<file path="src/rtl/mem_req_arbiter_pkg.sv">
// Shared definitions for the memory request arbiter: access sizes,
// requester ids and grant-state encodings.
package mem_req_arbiter_pkg;

  localparam logic [1:0] SIZE_BYTE = 2'd0;
  localparam logic [1:0] SIZE_HALF = 2'd1;
  localparam logic [1:0] SIZE_WORD = 2'd2;

  localparam logic SRC_INST = 1'b0;
  localparam logic SRC_DATA = 1'b1;

  typedef enum logic [1:0] {
    IDLE   = 2'd0,
    HOLD_I = 2'd1,
    HOLD_D = 2'd2
  } gnt_state_t;

endpackage

</file>
<file path="src/rtl/mem_req_arbiter_arb_id_fifo.sv">
// Owner-id FIFO: remembers, in acceptance order, which requester owns each
// transaction the memory has accepted but not yet returned.
module arb_id_fifo #(
  parameter int DEPTH = 2,
  parameter int PTR_W = (DEPTH > 1) ? $clog2(DEPTH) : 1,
  parameter int CNT_W = $clog2(DEPTH + 1)
) (
  input  logic             clk,
  input  logic             resetn,
  input  logic             push,
  input  logic             din,
  input  logic             pop,
  output logic             head,
  output logic [CNT_W-1:0] count,
  output logic             full,
  output logic             empty
);

  logic [(1 << PTR_W)-1:0] ids;
  logic [PTR_W-1:0]        wr_ptr;
  logic [PTR_W-1:0]        rd_ptr;
  logic                    do_push;
  logic                    do_pop;

  assign full    = (count == CNT_W'(DEPTH));
  assign empty   = (count == '0);
  assign do_push = push & ~full;
  assign do_pop  = pop & ~empty;
  assign head    = ids[rd_ptr];

  // Pointer and occupancy tracking; pointers wrap at DEPTH-1 so any depth works.
  always_ff @(posedge clk) begin
    if (!resetn) begin
      wr_ptr <= '0;
      rd_ptr <= '0;
      count  <= '0;
    end else begin
      if (do_push) begin
        wr_ptr <= (wr_ptr == PTR_W'(DEPTH - 1)) ? '0 : wr_ptr + 1'b1;
      end
      if (do_pop) begin
        rd_ptr <= (rd_ptr == PTR_W'(DEPTH - 1)) ? '0 : rd_ptr + 1'b1;
      end
      case ({do_push, do_pop})
        2'b10:   count <= count + 1'b1;
        2'b01:   count <= count - 1'b1;
        default: count <= count;
      endcase
    end
  end

  // Id storage; contents are only meaningful between push and pop, so no reset.
  always_ff @(posedge clk) begin
    if (do_push) begin
      ids[wr_ptr] <= din;
    end
  end

endmodule

</file>
<file path="src/rtl/mem_req_arbiter.sv">
// Two-requester arbiter sharing one SRAM-like memory port between the fetch
// (inst) and load/store (data) requesters. Data has strict priority; a grant
// is held until the memory accepts it, and returns are routed in order.
module mem_req_arbiter
  import mem_req_arbiter_pkg::*;
#(
  parameter int ADDR_W  = 32,
  parameter int DATA_W  = 32,
  parameter int MAX_OUT = 2
) (
  input  logic                clk,
  input  logic                resetn,
  input  logic                inst_req,
  input  logic [ADDR_W-1:0]   inst_addr,
  output logic                inst_addr_ok,
  output logic                inst_data_ok,
  output logic [DATA_W-1:0]   inst_rdata,
  input  logic                data_req,
  input  logic                data_wr,
  input  logic [1:0]          data_size,
  input  logic [ADDR_W-1:0]   data_addr,
  input  logic [DATA_W/8-1:0] data_wstrb,
  input  logic [DATA_W-1:0]   data_wdata,
  output logic                data_addr_ok,
  output logic                data_data_ok,
  output logic [DATA_W-1:0]   data_rdata,
  output logic                mem_req,
  output logic                mem_wr,
  output logic [1:0]          mem_size,
  output logic [ADDR_W-1:0]   mem_addr,
  output logic [DATA_W/8-1:0] mem_wstrb,
  output logic [DATA_W-1:0]   mem_wdata,
  input  logic                mem_addr_ok,
  input  logic                mem_data_ok,
  input  logic [DATA_W-1:0]   mem_rdata,
  output logic                arb_err
);

  localparam int CNT_W = $clog2(MAX_OUT + 1);

  gnt_state_t       gnt_state;
  logic             gnt_valid;
  logic             gnt_src;
  logic             has_room;
  logic             accept;
  logic             ret_pop;
  logic             fifo_head;
  logic [CNT_W-1:0] fifo_count;
  logic             fifo_full;
  logic             fifo_empty;

  // Select the current winner: a held grant wins outright, otherwise data beats inst.
  always_comb begin
    gnt_valid = 1'b0;
    gnt_src   = SRC_DATA;
    case (gnt_state)
      IDLE: begin
        if (data_req) begin
          gnt_valid = 1'b1;
          gnt_src   = SRC_DATA;
        end else if (inst_req) begin
          gnt_valid = 1'b1;
          gnt_src   = SRC_INST;
        end
      end
      HOLD_I: begin
        gnt_valid = 1'b1;
        gnt_src   = SRC_INST;
      end
      HOLD_D: begin
        gnt_valid = 1'b1;
        gnt_src   = SRC_DATA;
      end
      default: begin
        gnt_valid = 1'b0;
        gnt_src   = SRC_DATA;
      end
    endcase
  end

  // Registered occupancy only: a return in the same cycle does not open a slot.
  assign has_room = (fifo_count < CNT_W'(MAX_OUT));
  assign mem_req  = gnt_valid & has_room;
  assign accept   = mem_req & mem_addr_ok;

  // Steer the granted requester onto the memory port; fetches are word reads.
  always_comb begin
    if (gnt_src == SRC_DATA) begin
      mem_wr    = data_wr;
      mem_size  = data_size;
      mem_addr  = data_addr;
      mem_wstrb = data_wstrb;
      mem_wdata = data_wdata;
    end else begin
      mem_wr    = 1'b0;
      mem_size  = SIZE_WORD;
      mem_addr  = inst_addr;
      mem_wstrb = '0;
      mem_wdata = '0;
    end
  end

  assign inst_addr_ok = accept & (gnt_src == SRC_INST);
  assign data_addr_ok = accept & (gnt_src == SRC_DATA);

  // Returns belong to the oldest outstanding transaction; stray returns are dropped.
  assign ret_pop      = mem_data_ok & ~fifo_empty;
  assign inst_data_ok = ret_pop & (fifo_head == SRC_INST);
  assign data_data_ok = ret_pop & (fifo_head == SRC_DATA);
  assign inst_rdata   = mem_rdata;
  assign data_rdata   = mem_rdata;

  // Grant FSM: park on the winner until accepted; freeze while no slot is free.
  always_ff @(posedge clk) begin
    if (!resetn) begin
      gnt_state <= IDLE;
    end else if (!fifo_full) begin
      case (gnt_state)
        IDLE: begin
          if (gnt_valid && !mem_addr_ok) begin
            gnt_state <= (gnt_src == SRC_DATA) ? HOLD_D : HOLD_I;
          end
        end
        HOLD_I, HOLD_D: begin
          if (mem_addr_ok) begin
            gnt_state <= IDLE;
          end
        end
        default: gnt_state <= IDLE;
      endcase
    end
  end

  // Sticky protocol error: memory returned data with nothing outstanding.
  always_ff @(posedge clk) begin
    if (!resetn) begin
      arb_err <= 1'b0;
    end else if (mem_data_ok && fifo_empty) begin
      arb_err <= 1'b1;
    end
  end

  arb_id_fifo #(
    .DEPTH (MAX_OUT)
  ) u_id_fifo (
    .clk    (clk),
    .resetn (resetn),
    .push   (accept),
    .din    (gnt_src),
    .pop    (ret_pop),
    .head   (fifo_head),
    .count  (fifo_count),
    .full   (fifo_full),
    .empty  (fifo_empty)
  );

endmodule

</file>
<file path="config.mk">
export PLATFORM = sky130hd
export DESIGN_NAME = mem_req_arbiter
export DESIGN_NICKNAME = d
export VERILOG_FILES = /design/src/rtl/mem_req_arbiter_pkg.sv /design/src/rtl/mem_req_arbiter_arb_id_fifo.sv /design/src/rtl/mem_req_arbiter.sv
export SDC_FILE = /design/constraint.sdc
export NUM_CORES = 1
export LEC_CHECK = 0
export BUFFER_PORTS_ARGS = -buffer_cell sky130_fd_sc_hd__buf_2
export CORE_AREA = 5 5 107 109
export DETAILED_ROUTE_END_ITERATION = 7
export DIE_AREA = 0 0 112 114
export GPL_TIMING_DRIVEN = 1
export PLACE_DENSITY = 0.58
export SLEW_MARGIN = 20
export SYNTH_ARGS = -nofsm -noshare
export SYNTH_HDL_FRONTEND = slang
export SYNTH_SLANG_ARGS = --single-unit
export TNS_END_PERCENT = 50
</file>
<file path="constraint.sdc">
create_clock -name clk -period 2.21 [get_ports clk]
set_input_delay 0.1105 -clock clk [delete_from_list [all_inputs] [get_ports clk]]
set_output_delay 0.1105 -clock clk [all_outputs]
set_load 0.05 [all_outputs]
</file>
# After elaboration in Yosys (flattened, before gate mapping)
# Cells that the tools add are included.
totals:
  inputBits: 141
  elab_cells: 66
  regBits: 9
classes:
  mux: 23
  addsub: 4
  n_lt_le_gt_ge: 4
  bitwise_logic: 13
  n_eq_ne: 7
  n_reduce_logical: 9
op_table:
  columns: ["op", "count"]
  rows:
  - ["$mux W32", 2]
  - ["$mux W1", 10]
  - ["$and A1 B1 Y1", 9]
  - ["$mux W2", 4]
  - ["$pmux W2 S2", 2]
  - ["$eq A2 B2 Y1 const B", 3]
  - ["$eq A2 B1 Y1 const B", 2]
  - ["$logic_not A2 Y1", 2]
  - ["$lt A1 B2 Y1 const B", 2]
  - ["$mux W4", 1]
  - ["$not A1 Y1", 4]
  - ["$pmux W1 S2", 2]
  - ["$logic_and A1 B1 Y1", 3]
  - ["$reduce_and A3 Y1", 1]
  - ["$add A1 B1 Y1 const B", 2]
  - ["$add A2 B1 Y2 const B", 1]
  - ["$bwmux W2", 1]
  - ["$lt A2 B2 Y1 const B", 1]
  - ["$ne A2 B1 Y1 const B", 1]
  - ["$ne A2 B2 Y1 const B", 1]
  - ["$reduce_bool A2 Y1", 1]
  - ["$reduce_or A2 Y1", 1]
  - ["$sub A2 B1 Y2 const B", 1]
  - ["$demux W1 S1", 1]
  - ["2 further kinds", 2]

# Logic depth before layout (Yosys ltp)
logic_depth:
  word_depth: 8
  ltp_mapped: 8
  mapped_depth_nobuf: 8

# Cells and area by module
# Synthesis repeated with hierarchy kept, for this count alone.
hier_totals:
  cells_unflattened: 203
  area_unflattened_um2: 1762.9
modules_own_cells:
  columns: ["mod", "instances", "seq_area_each_um2", "area_each_um2", "cells_each"]
  rows:
  - ["mem_req_arbiter", 1, 60.1, 1481.4, 176]
  - ["arb_id_fifo", 1, 140.1, 281.5, 27]

# Worst setup path before layout
# No wires, ideal clock.
synth_path:
  path_kind: "register to register"
  start: "register gnt_state[0]"
  end: "register u_id_fifo.count[1]"
  t_required_ns: 2.140
  slack_ns: 0.194
  period_less_slack_ns: 2.016
  path_stages_with_launch: 8
  arrival_time_ns: 1.946
  n_path_buf: 0
  cell_sequence: "dfxtp_1 > inv_1 > ha_1 > o21a_1 > o211ai_1 > ha_1 > or3_1 > a21oi_1"
synth_via:
  elab_chain_len: 8
  word_cells_on_any_way: 12
  cone_classes: "eq/ne (4); mux (2); bitwise (3); reduce/logical (3)"
synth_lines:
  columns: ["item", "line", "source"]
  rows:
  - ["start, declared", "mem_req_arbiter.sv:41", "gnt_state_t gnt_state;"]
  - ["start signal, assigned", "mem_req_arbiter.sv:121", "gnt_state <= (gnt_src == SRC_DATA) ? HOLD_D : HOLD_I;"]
  - ["$eq A2 B1 Y1 / $eq A2 B2 Y1 (equally long branches)", "mem_req_arbiter.sv:56", "case (gnt_state)"]
  - ["$reduce_or A2 Y1 (no source line)", null, null]
  - ["$pmux W1 S2 *", "mem_req_arbiter.sv:56", null]
  - ["$and A1 B1 Y1 *", "mem_req_arbiter.sv:83", "assign mem_req = gnt_valid & has_room;"]
  - ["$and A1 B1 Y1 *", "mem_req_arbiter.sv:84", "assign accept = mem_req & mem_addr_ok;"]
  - ["$and A1 B1 Y1 *", "mem_req_arbiter_arb_id_fifo.sv:27", "assign do_push = push & ~full;"]
  - ["$eq A2 B1 Y1 / $eq A2 B2 Y1 (equally long branches)", "mem_req_arbiter_arb_id_fifo.sv:44", "case ({do_push, do_pop})"]
  - ["$pmux W2 S2 / $reduce_bool A2 Y1 (equally long branches)", null, null]
  - ["end signal, assigned", "mem_req_arbiter_arb_id_fifo.sv:45", "2'b10: count <= count + 1'b1;"]
  - ["end signal, assigned", "mem_req_arbiter_arb_id_fifo.sv:46", "2'b01: count <= count - 1'b1;"]
  - ["end signal, assigned", "mem_req_arbiter_arb_id_fifo.sv:47", "default: count <= count;"]
  - ["end, declared", "mem_req_arbiter_arb_id_fifo.sv:14", "output logic [CNT_W-1:0] count,"]
# Mark *: on every way between the ends. The rest lies on a longest branch, timed or not.
# A chain may end at the register's enable or synchronous reset.

# Worst setup path in the final report
layout_path:
  start: "register gnt_state[0]"
  end: "output mem_addr[2]"
layout_via:
  elab_chain_len: 3
  word_cells_on_any_way: 4
  cone_classes: "eq/ne (1); mux (2); reduce/logical (1)"
layout_lines:
  columns: ["item", "line", "source"]
  rows:
  - ["$eq A2 B1 Y1 / $logic_not A2 Y1 (equally long branches)", "mem_req_arbiter.sv:56", null]
  - ["$pmux W1 S2 *", "mem_req_arbiter.sv:56", null]
  - ["$mux W32 *", "mem_req_arbiter.sv:88", "if (gnt_src == SRC_DATA) begin"]
  - ["end, declared", "mem_req_arbiter.sv:30", "output logic [ADDR_W-1:0] mem_addr,"]
# Marks and branches as above.

==> impl_metrics.yaml <==
clocking:
  tritoncts: "yes"
  cts-root-to-sink-buffers: 2
  worst_skew_pair_latency_ns: 0.23
  clk_transition_reported_paths_ns: 0.05
  cts.sink_count: 9
  cts.root.buffer_cell: "clkbuf_8"
  holdBufCountCts: 0
  htree_num_levels: 1
  total_cts_buffers: 3
drt:
  drtIter0Drc: 41
  avgViaCountPerCell: 3.78
  drt_first_pass_iters: 4
  antenna_violating_nets_post_route: 0
  post-route-drc-count: 0
  total_vias_in_the_final_route: 1765
  wire_per_inst_um: 14.9
  detail_route.wirelength_um: 6980
sta:
  maxClockFrequency_mhz: 473
  whs_ns: 0.135
  post-route-worst-setup-slack_ns: 0.0949
  final_setup_viols: 0
  relSlewSlack_pct: 79.5
  min_period_over_period_pct: 95.7
  timing_worst_slew_pin_value_ns: 0.304
  skew_ns: 0.00133
  drv_slew: 0
  fin_tns_setup_ns: 0
  hold_viol_final: 0
  post-route-min-period_ns: 2.12
final_layout:
  final_net_count: 473
  insertedDiodeCount: 0
  post-route-cell-area_mm2: 0.00249
  ff_latch_area_um2: 200
  layout-drive-gt1-share_pct: 70.6
  num-fill-cells: 1177
  multi_input_comb_area_mm2: 0.00100
  area_growth_pct: 44.1
  utilization_after_layout_pct: 23.7
power:
  leakagePower_nw: 1.37
  power.density_cell_area_mw_per_mm2: 921
  ir_worst_vdd_v: 0.000487
worst_hold_path:
  holdPathStages: 3
  worst_hold_path_type: "primary input to flip-flop"
placed_design:
  pre_cts_slack_ns: 0.176
  place.detailed.hpwl_um: 5860
  placed_area_mm2: 0.00236
  routabilityCongestion: 0.709
  count_of_buffers_from_port_buffering: 185
global_routing:
  global_route_wire_length_before_repair_um: 9240
  overflow: 0
  first_global_vias: 1782
  largest_net_degree_at_the_start_of_global_routing: 41
  grt_usage_pct: 8.98
  grt_antenna_before_repair: 4
floorplanning:
  placement_rows: 38
  io_pins: 282
  die-height_um: 114
  die_w_um: 112
  fp.coreArea_mm2: 0.0105
  initial_core_util_pct: 16.5
  die_area_mm2: 0.0128
synthesis:
  mappedNetlistArea_mm2: 0.00173
  synthMostInstantiatedCell: "buf_4"
  number_of_cells_produced_by_synthesis: 202
  netlist.top_cell.by_area: "buf_4"
  netlist.area_leader.share_pct: 28.2
  synth_edf_count: 2
  synth_top_cells_by_count: "buf_4 (65), and2_1 (38), mux2_4 (18)"
  yosys_warnings: 0
  synth_cell_types: 32
  ys_top_cells_by_area: "buf_4 (28%), mux2_4 (16%), and2_1 (14%)"
  post_synth_arst_share_pct: 0
  yosys_register_bits: 9
  postSynthNetCount: 347
  register_area_share_after_synthesis_pct: 11.6
  synth_area_per_cell_um2: 8.57
  synth_flop_cell: "dfxtp_1"
worst_setup_path:
  worst-r2r-cell-count: 7
  worstPathMaxFanout: 18
  worstSetupStartpointType: "flip-flop"
  worstSetupEndpointType: "output port"
  crit_type: "flip-flop to output port"
  critical_path_arrival_ns: 2.00
  worst-endpoint-required_ns: 2.10
run_status:
  outcome: "finished clean"
job:
  max_cap_viol_count: 0
## stage by stage
stage	std cells	total power, mW
global placement	459	2.02
floorplan	202	1.92
detailed placement	459	2.04
CTS	463	2.25
finish	467	2.30
global route	467	2.44
## flip-flops by register name, summed over array words and instances (netlist names)
signal and cells:
u_id_fifo.ids 2, u_id_fifo.wr_ptr 1, u_id_fifo.count 2, u_id_fifo.rd_ptr 1, arb_err 1, gnt_state 2
## layout by cell type, fill, tap and decap left out, drive strengths merged
cell,Yosys,routed
a21o,1,1
a21oi,2,2
a221oi,1,1
a31oi,1,1
and2,38,38
and3,1,1
buf,69,188
clkbuf,3,9
dfxtp,7,7
edfxtp,2,2
ha,4,4
inv,5,5
mux2,32,32
mux2i,3,3
nand2,2,2
nand2b,4,4
nand4,1,1
nand4b,1,1
nor2,10,10
nor2b,3,3
nor3b,1,1
o211ai,1,1
o21a,2,2
o21ai,3,3
o311ai,1,1
or3,1,1
xnor2,1,1
xor2,2,2
## final timing paths
path                startpoint            endpoint  slack (ns)
setup reg to reg  gnt_state[0]  u_id_fifo.count[1]        0.28
hold reg to reg        arb_err             arb_err        0.48
hold / removal     mem_data_ok             arb_err        0.14
setup / recovery  gnt_state[0]         mem_addr[2]        0.09
## final cells by class
type,count,share of cell area (%)
well taps,140,7.02
flip-flops and latches,9,8.02
clock buffers,4,1.81
multi-input cells,116,40.2
repair buffers,193,42.2
inverters,5,0.752
## routing by layer
layer / part of all wire [%] / up-vias / global-route usage (%)
met2: 54 / 93 / 16.3
met4: 3.4 / 0 / 2.72
met5: 0 / - / 0
met1: 35 / 794 / 10.2
met3: 7.6 / 34 / 2.60
li1: - / 844 / -
## critical path, cell delays in order, from the launching register on
cell and delay, ns:
dfxtp_1 0.33, inv_1 0.13, ha_4 0.19, mux2i_4 0.33, buf_12 0.22, mux2_4 0.33, buf_2 0.22
## where the power goes
| group | switching (mW) | internal, mW |
|---|---|---|
| clock network | 0.0641 | 0.126 |
| registers | 0.0399 | 0.220 |
| logic | 1.23 | 0.623 |
| total | 1.33 | 0.969 |
## cells by family (layout without fill, tap and decap cells)
logic type / after synthesis / after routing / synth area share (%)
buf+inv: 77 / 202 / 32.0
simple gates: 62 / 62 / 21.0
compound gates: 12 / 12 / 4.55
mux: 35 / 35 / 26.4
flops: 9 / 9 / 11.6
fa+ha+maj: 4 / 4 / 2.89
xor+xnor: 3 / 3 / 1.52
## repair_timing
action | in CTS | in global routing
hold endpoints to repair | 0 | 0
setup buffers | 0 | 2
resized for setup | 1 | 4
setup endpoints to repair | 32 | 32
cloned | 0 | 2
Power figures use the tool's default switching activity.
